<file path="src/rtl/tx_axis_arbiter.sv">
// rtl/tx_axis_arbiter.sv - packet-granular two-source round-robin AXIS arbiter with frame truncation
module tx_axis_arbiter #(
    parameter int MAX_BEATS = 190,
    parameter int CNT_WIDTH = 16
) (
    input  logic                 i_txc,
    input  logic                 i_tx_reset,
    input  logic [63:0]          s00_axis_tdata,
    input  logic [7:0]           s00_axis_tkeep,
    input  logic                 s00_axis_tvalid,
    input  logic                 s00_axis_tlast,
    output logic                 s00_axis_tready,
    input  logic [63:0]          s01_axis_tdata,
    input  logic [7:0]           s01_axis_tkeep,
    input  logic                 s01_axis_tvalid,
    input  logic                 s01_axis_tlast,
    output logic                 s01_axis_tready,
    output logic [63:0]          m00_axis_tdata,
    output logic [7:0]           m00_axis_tkeep,
    output logic                 m00_axis_tvalid,
    output logic                 m00_axis_tlast,
    input  logic                 m00_axis_tready,
    output logic [1:0]           o_grant,
    output logic [CNT_WIDTH-1:0] o_trunc_count
);

    typedef enum logic [1:0] {IDLE, PASS, DROP} state_t;

    localparam logic [15:0] LIMIT = 16'(MAX_BEATS - 1);

    state_t               state;
    state_t               state_nxt;
    logic                 sel;
    logic                 sel_nxt;
    logic                 last_grant;
    logic [15:0]          beat_cnt;
    logic [CNT_WIDTH-1:0] trunc_count;

    logic [63:0]          src_data;
    logic [7:0]           src_keep;
    logic                 src_valid;
    logic                 src_last;
    logic                 at_limit;
    logic                 accept;
    logic                 trunc_hit;

    // Source mux driven by the registered owner
    always_comb begin
        src_data  = sel ? s01_axis_tdata  : s00_axis_tdata;
        src_keep  = sel ? s01_axis_tkeep  : s00_axis_tkeep;
        src_valid = sel ? s01_axis_tvalid : s00_axis_tvalid;
        src_last  = sel ? s01_axis_tlast  : s00_axis_tlast;
    end

    assign at_limit      = (beat_cnt == LIMIT);
    assign o_trunc_count = trunc_count;

    // Next-state, owner selection and port outputs; everything is held quiet while reset is asserted
    always_comb begin
        state_nxt       = state;
        sel_nxt         = sel;
        accept          = 1'b0;
        trunc_hit       = 1'b0;
        s00_axis_tready = 1'b0;
        s01_axis_tready = 1'b0;
        m00_axis_tdata  = 64'd0;
        m00_axis_tkeep  = 8'd0;
        m00_axis_tvalid = 1'b0;
        m00_axis_tlast  = 1'b0;
        o_grant         = 2'b00;
        unique case (state)
            IDLE: begin
                if (s00_axis_tvalid && s01_axis_tvalid) begin
                    sel_nxt   = ~last_grant;
                    state_nxt = PASS;
                end else if (s00_axis_tvalid) begin
                    sel_nxt   = 1'b0;
                    state_nxt = PASS;
                end else if (s01_axis_tvalid) begin
                    sel_nxt   = 1'b1;
                    state_nxt = PASS;
                end
            end
            PASS: begin
                m00_axis_tdata  = src_data;
                m00_axis_tkeep  = src_keep;
                m00_axis_tvalid = src_valid;
                // The watchdog beat closes the frame at the MAC even if the source has more
                m00_axis_tlast  = src_last | at_limit;
                s00_axis_tready = ~sel & m00_axis_tready;
                s01_axis_tready = sel & m00_axis_tready;
                o_grant         = {sel, ~sel};
                accept          = src_valid & m00_axis_tready;
                if (accept) begin
                    if (src_last) begin
                        state_nxt = IDLE;
                    end else if (at_limit) begin
                        trunc_hit = 1'b1;
                        state_nxt = DROP;
                    end
                end
            end
            DROP: begin
                s00_axis_tready = ~sel;
                s01_axis_tready = sel;
                o_grant         = {sel, ~sel};
                if (src_valid && src_last) begin
                    state_nxt = IDLE;
                end
            end
            default: state_nxt = IDLE;
        endcase
        if (i_tx_reset) begin
            s00_axis_tready = 1'b0;
            s01_axis_tready = 1'b0;
            m00_axis_tvalid = 1'b0;
            m00_axis_tlast  = 1'b0;
            m00_axis_tdata  = 64'd0;
            m00_axis_tkeep  = 8'd0;
            o_grant         = 2'b00;
        end
    end

    // State register
    always_ff @(posedge i_txc) begin
        if (i_tx_reset) begin
            state <= IDLE;
        end else begin
            state <= state_nxt;
        end
    end

    // Owner, fairness history, beat watchdog and saturating truncation counter
    always_ff @(posedge i_txc) begin
        if (i_tx_reset) begin
            sel         <= 1'b0;
            last_grant  <= 1'b1;
            beat_cnt    <= 16'd0;
            trunc_count <= '0;
        end else begin
            sel <= sel_nxt;
            if (state == IDLE) begin
                beat_cnt <= 16'd0;
            end else if (accept) begin
                beat_cnt <= beat_cnt + 16'd1;
            end
            if (accept && (src_last || at_limit)) begin
                last_grant <= sel;
            end
            if (trunc_hit && (trunc_count != {CNT_WIDTH{1'b1}})) begin
                trunc_count <= trunc_count + 1'b1;
            end
        end
    end

endmodule
</file>
<file path="config.mk">
export PLATFORM = sky130hd
export DESIGN_NAME = tx_axis_arbiter
export DESIGN_NICKNAME = d
export VERILOG_FILES = /design/src/rtl/tx_axis_arbiter.sv
export SDC_FILE = /design/constraint.sdc
export NUM_CORES = 1
export LEC_CHECK = 0
export CAP_MARGIN = 20
export CORE_UTILIZATION = 34
export CTS_BUF_LIST = sky130_fd_sc_hd__clkbuf_8 sky130_fd_sc_hd__clkbuf_16
export DETAILED_ROUTE_END_ITERATION = 8
export GPL_TIMING_DRIVEN = 1
export PLACE_DENSITY = 0.93
export SLEW_MARGIN = 10
export SYNTH_ARGS = -nofsm -noshare
export SYNTH_HDL_FRONTEND = slang
export SYNTH_SLANG_ARGS = --single-unit
</file>
<file path="constraint.sdc">
create_clock -name i_txc -period 2.3 [get_ports i_txc]
set_input_delay 0.46 -clock i_txc [delete_from_list [all_inputs] [get_ports i_txc]]
set_output_delay 0.46 -clock i_txc [all_outputs]
set_load 0.01 [all_outputs]
</file>
==> results.py <==
metrics = {
    "floorplan": {
        "die-area_um2": 9340,
        "rows": 34,
        "pin_count": 245,
        "die_y_um": 96.6,
        "start_util_pct": 35.1,
        "fp.dieW_um": 96.6,
        "core_um2": 8680,
    },
    "clocking": {
        "clkTransAtPathRegs_ns": 0.07,
        "clock_sinks": 36,
        "htreeDepth": 2,
        "clock-root-buffer": "clkbuf_8",
        "cts_setup_buffers": 0,
        "cts_tree": "yes",
        "insertion_delay_ns": 0.29,
        "clk_path_buf_depth": 2,
        "cts_hold_buf": 0,
        "cts_made_buffers": 5,
    },
    "route": {
        "vias_per_cell": 5.27,
        "postRouteAntennaNets": 0,
        "routed_wl_um": 14400,
        "dr.first_iter.drc_count": 202,
        "routedWlPerCell_um": 18.5,
        "vias": 4092,
        "drc": 0,
        "first_pass_iters": 5,
    },
    "sta": {
        "maxSlewHeadroom_pct": 77.1,
        "period_minus_slack_ns": 2.25,
        "finalSetupViolCount": 0,
        "worstMarginPinSlew_ns": 0.334,
        "slew_violations": 0,
        "layout_setup_ws_ns": 0.0483,
        "fmax_ghz": 0.444,
        "final_hold_viol_count": 0,
        "tns_ns": 0,
        "fin_crit_sh_pct": 97.9,
        "skew_ns": 0.00628,
    },
    "grt": {
        "grt_pass1_vias": 4241,
        "overflow": 0,
        "grt_pass1_wl_um": 22100,
        "grtUsageTotal_pct": 29.8,
        "grt_max_degree": 27,
        "grt_antenna_before_repair": 2,
    },
    "cells_and_area": {
        "utilization_pct": 68.7,
        "final_cell_mix": "167 x clkdlybuf4s50_1, 93 x nor2_1, 73 x mux2i_1, 71 x dlygate4sd2_1, 40 x buf_4",
        "drive_gt1_share_pct": 10.9,
        "fin_nets": 824,
        "area_delta_synth_final_pct": 95.8,
        "mostFrequentLayoutCell": "clkdlybuf4s50_1",
    },
    "worst_setup_path": {
        "critPathRequiredTime_ns": 1.84,
        "arrival_ns": 1.79,
        "end_kind": "output port",
        "critPathKind": "in -> out",
        "startpoint_type": "primary input",
        "cp_max_fo": 6,
    },
    "yosys": {
        "yosysWarnings": 0,
        "synth_top_area_share_pct": 24.3,
        "netlist_top_cells_area": "mux2i_1 24%, dfxtp_1 24%, nor2_1 12%",
        "synthesis.nets": 555,
        "async_reset_ff_share_pct": 0,
        "syn_avg_cell_area_um2": 7.67,
        "synth_area_leader_cell": "mux2i_1",
        "dominantRegCellSynth": "dfxtp_1",
        "synth-edff-count": 0,
        "ys_ff_latch": 36,
        "synth_area_um2": 3050,
        "syn_inst": 397,
        "yosysSeqAreaShare_pct": 23.7,
        "synth_cell_types": 47,
    },
    "placement": {
        "place.gp.congestion": 0.937,
        "numPortBuffers": 244,
        "hpwlAfterDp_um": 11400,
        "dp_slack_ns": -0.303,
    },
    "power": {
        "peakVddDrop_uv": 366,
        "power_density_nw_per_um2": 454,
        "p_leak_nw": 2.48,
    },
    "min_path": {
        "min_path_type": "reg -> reg",
    },
    "job": {
        "cap_violations": 0,
    },
    "run_status": {
        "run_status": "completed",
    },
}
==> cells by family (layout without fill, tap and decap cells) <==
family / after synthesis / after routing / share of synthesized area [%]
buf+inv: 40 / 310 / 5.71
mux: 77 / 77 / 25.9
compound gates: 50 / 50 / 10.4
fa+ha+maj: 7 / 7 / 2.88
xor+xnor: 11 / 11 / 3.16
simple gates: 176 / 176 / 28.3
flops: 36 / 36 / 23.7
other cells: 0 / 2 / 0
==> area by class of cell <==
type	instances	area [um^2]
Timing Repair Buffer	288	2750
Fill cell	743	2720
Multi-Input combinational cell	321	2200
Sequential cell	36	724
Tap cell	108	135
Clock buffer	6	82.6
Inverter	14	52.6
Clock inverter	2	7.51
Antenna cell	2	5.00
==> critical path: stages <==
cell             delay, ns
clkdlybuf4s50_1       0.44
inv_2                 0.09
nand2_4               0.12
nor2_1                0.13
clkdlybuf4s50_1       0.54
==> cells in the mapped netlist, types with 4 or more instances <==
library cell	number
inv_1	14
o31ai_1	5
nor3_1	4
xor2_1	6
nand3_1	9
mux2i_1	74
and3_1	4
xnor2_1	5
buf_2	6
or3_1	9
ha_1	7
nor2_1	94
nand2_1	16
a21oi_1	18
o21ai_0	7
nor4_2	4
nor2b_1	4
nand4_1	13
or4_1	7
clkbuf_1	14
dfxtp_1	36
==> path summary, 6_finish.rpt <==
kind | from | to | slack, ns | cells past startpoint
setup / recovery | i_tx_reset | m00_axis_tdata[56] | 0.05 | 5
hold / removal | last_grant | last_grant | 0.48 | 1
setup reg to reg | o_trunc_count[0] | o_trunc_count[3] | 0.20 | 7
hold reg to reg | last_grant | last_grant | 0.48 | 1
==> routing by layer <==
metal | vias to the layer above | GRT usage [%] | routed length [um]
met1 | 1945 | 34.7 | 5670
met3 | 26 | 5.56 | 937
met2 | 175 | 54.3 | 7420
met5 | - | 0 | 0
li1 | 1946 | - | -
met4 | 0 | 9.87 | 334
==> stage by stage <==
step / hold slack (ns) / total power [mW] / cells / area, um^2
global route: 0.500 / 2.85 / 777 / 5960
detailed placement: 0.468 / 2.28 / 765 / 5850
floorplan: 0.435 / 1.35 / 397 / 3050
global placement: 0.449 / 2.25 / 765 / 5850
CTS: 0.485 / 2.71 / 775 / 5950
finish: 0.483 / 2.70 / 777 / 5960
==> power breakdown <==
group	leakage [nW]	switching (mW)	internal, mW	total [mW]
clock	0.0538	0.229	0.236	0.465
sequential	0.291	0.0217	0.638	0.660
combinational	2.13	0.745	0.835	1.58
total	2.48	0.996	1.71	2.70
==> state kept, by name, indices dropped and copies added, names as in the netlist <==
register / flops
state: 2
sel: 1
beat_cnt: 16
o_trunc_count: 16
last_grant: 1
==> repair_timing <==
action	in CTS	in global routing
setup endpoints to repair	76	13
hold endpoints to repair	0	0
gates cloned	2	0
resized for setup	89	11
No activity file was read; power rests on OpenSTA's default activity.
==> edit 1, RTL diff (same flow settings) <==
Change the parameter `CNT_WIDTH` from 16 to 32.
--- a/src/rtl/tx_axis_arbiter.sv
+++ b/src/rtl/tx_axis_arbiter.sv
@@ -1,7 +1,7 @@
 // rtl/tx_axis_arbiter.sv - packet-granular two-source round-robin AXIS arbiter with frame truncation
 module tx_axis_arbiter #(
     parameter int MAX_BEATS = 190,
-    parameter int CNT_WIDTH = 16
+    parameter int CNT_WIDTH = 32
 ) (
     input  logic                 i_txc,
     input  logic                 i_tx_reset,
Interface: changed (resized o_trunc_count); port bits go from 245 to 261. No check against the original RTL was run, so the function may have changed too.
==> edit 1 against the unedited design <==
  * The run now ends with setup timing left
  * Synthesized cell count grew 25%
  * Routed wire length grew 28%
  * Clock skew is 0.014 ns higher
  * Sequential cell count grew 16
  * Worst setup slack lost 0.10 ns
  * Final area grew 25%
  * Final cell count up 24%
  * Area after synthesis is 26% higher
  * Total power is 5.5% lower
==> edit 1: results (changes against the unedited design) <==
| Metric | Value |
|---|---|
| Yosys warns | `0 (unchanged)` |
| Met3 Usage GRT | `0.0464 (-0.00922)` |
| Crit Path Max Fanout | `6 (unchanged)` |
| Setup_tns | `-0.178 ns (-0.178 ns)` |
| Initial antenna violation count | `8 (+6)` |
| Met3 WL | `1.37 mm (+46%)` |
| Reg-to-Reg Start | `o_trunc_count[2]` |
| Clk_skew | `0.0206 ns (+0.0143 ns)` |
| # fillers | `845 (+14%)` |
| Synth top cells by count | `nor2_1 (97), mux2i_1 (74), dfxtp_1 (52)` |
| Final worst setup slack | `-0.0535 ns (-0.102 ns)` |
| Largest net degree at the start of global routing | `40 (+48%)` |
| GRT Total Usage | `0.292 (-0.00542)` |
| Worst VDD drop | `0.253 mV (-31%)` |
| Routed wl met2 | `9.02 mm (+22%)` |
| Syn Nets | `653 (+18%)` |
| Area after DPL | `7070 sq um (+21%)` |
| Iter 0 DRT Violations | `351 (+74%)` |
| Post-synthesis cell type count | `46 (-2.1%)` |
| Share of cells above drive strength 1 | `0.177 (+0.0672)` |
| Top_reg_cell synth | `dfxtp_1` |
| Lkg Pwr | `2.99 nW (+21%)` |
| Post-layout nets | `972 (+18%)` |
| Clk root buf | `clkbuf_8` |
| Vias in the first global route | `4798 (+13%)` |
| R2R cell count | `5 (-2)` |
| Hold path startpoint | `last_grant` |
| Met2 GRT Util | `0.487 (-0.0555)` |
| CTS clock-pin slew for the worst setup and hold paths | `0.11 ns (+0.04 ns)` |
| Actual slew at the worst max-slew pin | `0.611 ns (+0.277 ns)` |
| Final Util | `0.684 (-0.00362)` |
| IO Port Bufs | `260 (+6.6%)` |
| Status | `finished with violations` |
| Seq/Total Area, Yosys | `0.272 (+0.0354)` |
| Router iterations before antenna repair | `5 (unchanged)` |
| Detailed-placement wirelength estimate | `13.7 mm (+21%)` |
| First-pass GRT wire length | `25.8 mm (+17%)` |
| Area contributors post-synth | `dfxtp_1 (27%), mux2i_1 (19%), nor2_1 (9.5%), a21oi_1 (4.4%), or3_1 (3.3%)` |
| Critical Path AT | `2.61 ns (+0.82 ns)` |
| Clk Latency, worst-skew pair | `0.32 ns (+0.03 ns)` |
| Routed vias | `5255 (+28%)` |
| RR Endpoint | `o_trunc_count[18]` |
| Metal-1 WL | `7.31 mm (+29%)` |
| M1 GR Usage | `0.367 (+0.0200)` |
| Detailed Route WL | `18.4 mm (+28%)` |
| GP Congestion | `0.870 (-7.1%)` |
| Clk buf depth | `2 (unchanged)` |
| Failing checks | `setup timing` |
| Hold WS | `0.488 ns (+0.00415 ns)` |
| Final setup fails | `5 (+5)` |
## edit 1: what timing repair did
action | CTS | global route
gates cloned | 3 | 3
endpoints found under the setup margin | 104 | 45
endpoints found under the hold margin | 0 | 0
pin swaps | 11 | 4
resized for setup | 105 | 28
buffers inserted | 5 | 4
## edit 1: cell families after synthesis
group / after synthesis / share of synthesized area
AND/OR/NAND/NOR: 230 / 0.313
AO/OA/AOI/OAI: 75 / 0.112
XOR/XNOR: 12 / 0.0275
buffers and inverters: 40 / 0.0441
adder cells (fa/ha/maj): 7 / 0.0229
flip-flops: 52 / 0.272
multiplexers: 79 / 0.208
## edit 1: where the power goes
part | switching (W) | internal, W
registers | 0.00000840 | 0.000907
clock network | 0.000340 | 0.000218
logic | 0.000465 | 0.000617
## edit 1: metrics by stage
step	setup slack, ns	instances
floorplan	-0.111	495
global placement	-0.510	932
detailed placement	-0.574	932
CTS	-0.0333	948
global route	-0.0807	962
finish	-0.0535	963
## edit 1: critical path: stages (launching register included)
cell	delay, ns
dfxtp_4	0.37
and4_4	0.21
or4b_4	0.50
or4_4	0.59
or4_1	0.48
a21oi_1	0.14
## edit 1: final cells by class
cell class	count	area share
timing repair buffer	343	0.441
sequential	52	0.142
clock inverter	3	0.00269
clock buffer	5	0.00925
antenna	8	0.00269
multi-input combinational	405	0.374
tap	140	0.0235
inverter	7	0.00353
## edit 1: worst max path at each step
stage,start,to,slack (ns),cells past startpoint
floorplan,o_trunc_count[2],o_trunc_count[22],-0.11,7
global placement,s01_axis_tlast,o_trunc_count[30],-0.51,6
detailed placement,s01_axis_tlast,o_trunc_count[30],-0.57,6
CTS,o_trunc_count[2],o_trunc_count[18],-0.03,5
global route,o_trunc_count[2],o_trunc_count[16],-0.08,6
finish,o_trunc_count[2],o_trunc_count[18],-0.05,5
==> edit 2, RTL diff (config.mk and constraints unchanged) <==
Made on the original files. The 3 states of `state_t` get a one-hot encoding in 3 bits.
--- a/src/rtl/tx_axis_arbiter.sv
+++ b/src/rtl/tx_axis_arbiter.sv
@@ -24,7 +24,7 @@
     output logic [CNT_WIDTH-1:0] o_trunc_count
 );
 
-    typedef enum logic [1:0] {IDLE, PASS, DROP} state_t;
+    typedef enum logic [2:0] {IDLE = 3'b001, PASS = 3'b010, DROP = 3'b100} state_t;
 
     localparam logic [15:0] LIMIT = 16'(MAX_BEATS - 1);
 
Behaviour: same outputs for any inputs over 10 cycles, from zero or initial values and one cycle with i_tx_reset high; not proved beyond that.
==> edit 2 against the unedited design <==
  * Area after synthesis about the same
  * Sequential power is 2% higher
  * Final area down 2.5%
  * Worst setup slack improved by 0.0097 ns
  * Total power decreased by 25%
  * Sequential cell count up 1
  * Highest routed layer unchanged
  * Routed wire length fell by 3.9%
==> edit 2: results (changes against the unedited design) <==
| Metric | Value |
|---|---|
| GP Congestion | `0.855 (-8.7%)` |
| Vias in the first global route | `4275 (+0.80%)` |
| Register area | `748 sq um (+3.3%)` |
| Pre-CTS WS | `-0.278 ns (+0.0249 ns)` |
| Detailed-placement wirelength estimate | `11.2 mm (-1.8%)` |
| Multi-input logic area | `2190 sq um (-0.62%)` |
| Syn Nets | `554 (-0.18%)` |
| Diodes inserted | `0 (-2)` |
| Final Instance Count excl. Fillers | `771 (-0.77%)` |
| Seq/Total Area, Yosys | `0.243 (+0.00677)` |
| Area contributors post-synth | `dfxtp_1 (24%), mux2i_1 (24%), nor2_1 (13%), xnor2_1 (6.3%), nor4_1 (3.9%)` |
| Post-synthesis adder-cell area fraction | `0.0123 (-0.0164)` |
| Iter 0 DRT Violations | `230 (+14%)` |
| Worst VDD drop | `0.198 mV (-46%)` |
| Signal buf overhead | `0.451 (-0.0109)` |
| #FFs+latches synth | `37 (+2.8%)` |
| Initial antenna violation count | `0 (-2)` |
| Post-layout nets | `816 (-0.97%)` |
| Final Cell Area | `5810 sq um (-2.5%)` |
| # fillers | `745 (+0.27%)` |
| Area after DPL | `5800 sq um (-0.75%)` |
| Share of cells above drive strength 1 | `0.148 (+0.0384)` |
| Comb_multi_in | `325 (+1.2%)` |
| Yosys warns | `0 (unchanged)` |
| Non-clk bufs | `284 (-1.4%)` |
| Clk_skew | `0.00691 ns (+0.000627 ns)` |
| Post-placement cell count | `755 (-1.3%)` |
| Nonclk inv count | `9 (-5)` |
| Clock-cell share | `0.0149 (-0.000256)` |
| Cells after synthesis | `400 (+0.76%)` |
| Routed vias | `4060 (-0.78%)` |
| Synth top cells by count | `nor2_1 (108), mux2i_1 (73), dfxtp_1 (37)` |
| Initial Util | `0.351 (about the same)` |
| Actual slew at the worst max-slew pin | `0.704 ns (+0.370 ns)` |
| Crit Path Max Fanout | `8 (+2)` |
| Lkg Pwr | `2.33 nW (-5.9%)` |
| Synth Area in XOR/XNOR | `0.0720 (+0.0403)` |
| First-pass GRT wire length | `21.6 mm (-2.1%)` |
| Critical path startpoint | `sel` |
| Avg WL per Cell | `17.9 microns (-3.2%)` |
| GRT Total Usage | `0.290 (-0.00794)` |
| Status | `finished, final reports clean` |
| Complex-gate fraction of the synthesized area | `0.0518 (-0.0517)` |
| Post-synthesis cell type count | `45 (-4.3%)` |
| Router iterations before antenna repair | `4 (-1)` |
| H-tree depth | `2 (unchanged)` |
## edit 2: metal layers
layer	vias up	wire [microns]	track usage
met4	0	451	0.109
met3	47	1000	0.0600
met5	-	0	0
li1	1940	-	-
met2	184	6870	0.510
met1	1889	5480	0.343
## edit 2: what timing repair did
action                                  4_1_cts  5_1_grt
pin swaps                                     1        0
buffers inserted                              5        2
gates resized for setup                     143       33
endpoints found under the setup margin       78       23
hold endpoints to repair                      0        0
cloned                                        1        0
## edit 2: path summary, 6_finish.rpt
path	end	slack (ns)	depth (start not counted)
worst min-delay path	last_grant	0.54	2
worst max register to register	o_trunc_count[9]	0.12	8
worst min register to register	last_grant	0.54	2
worst max-delay path	m00_axis_tdata[3]	0.06	4
## edit 2: report_power, final
part	total, W	internal (W)	switching (W)
registers	0.000670	0.000656	0.0000143
logic	0.000898	0.000518	0.000380
clock network	0.000450	0.000209	0.000241
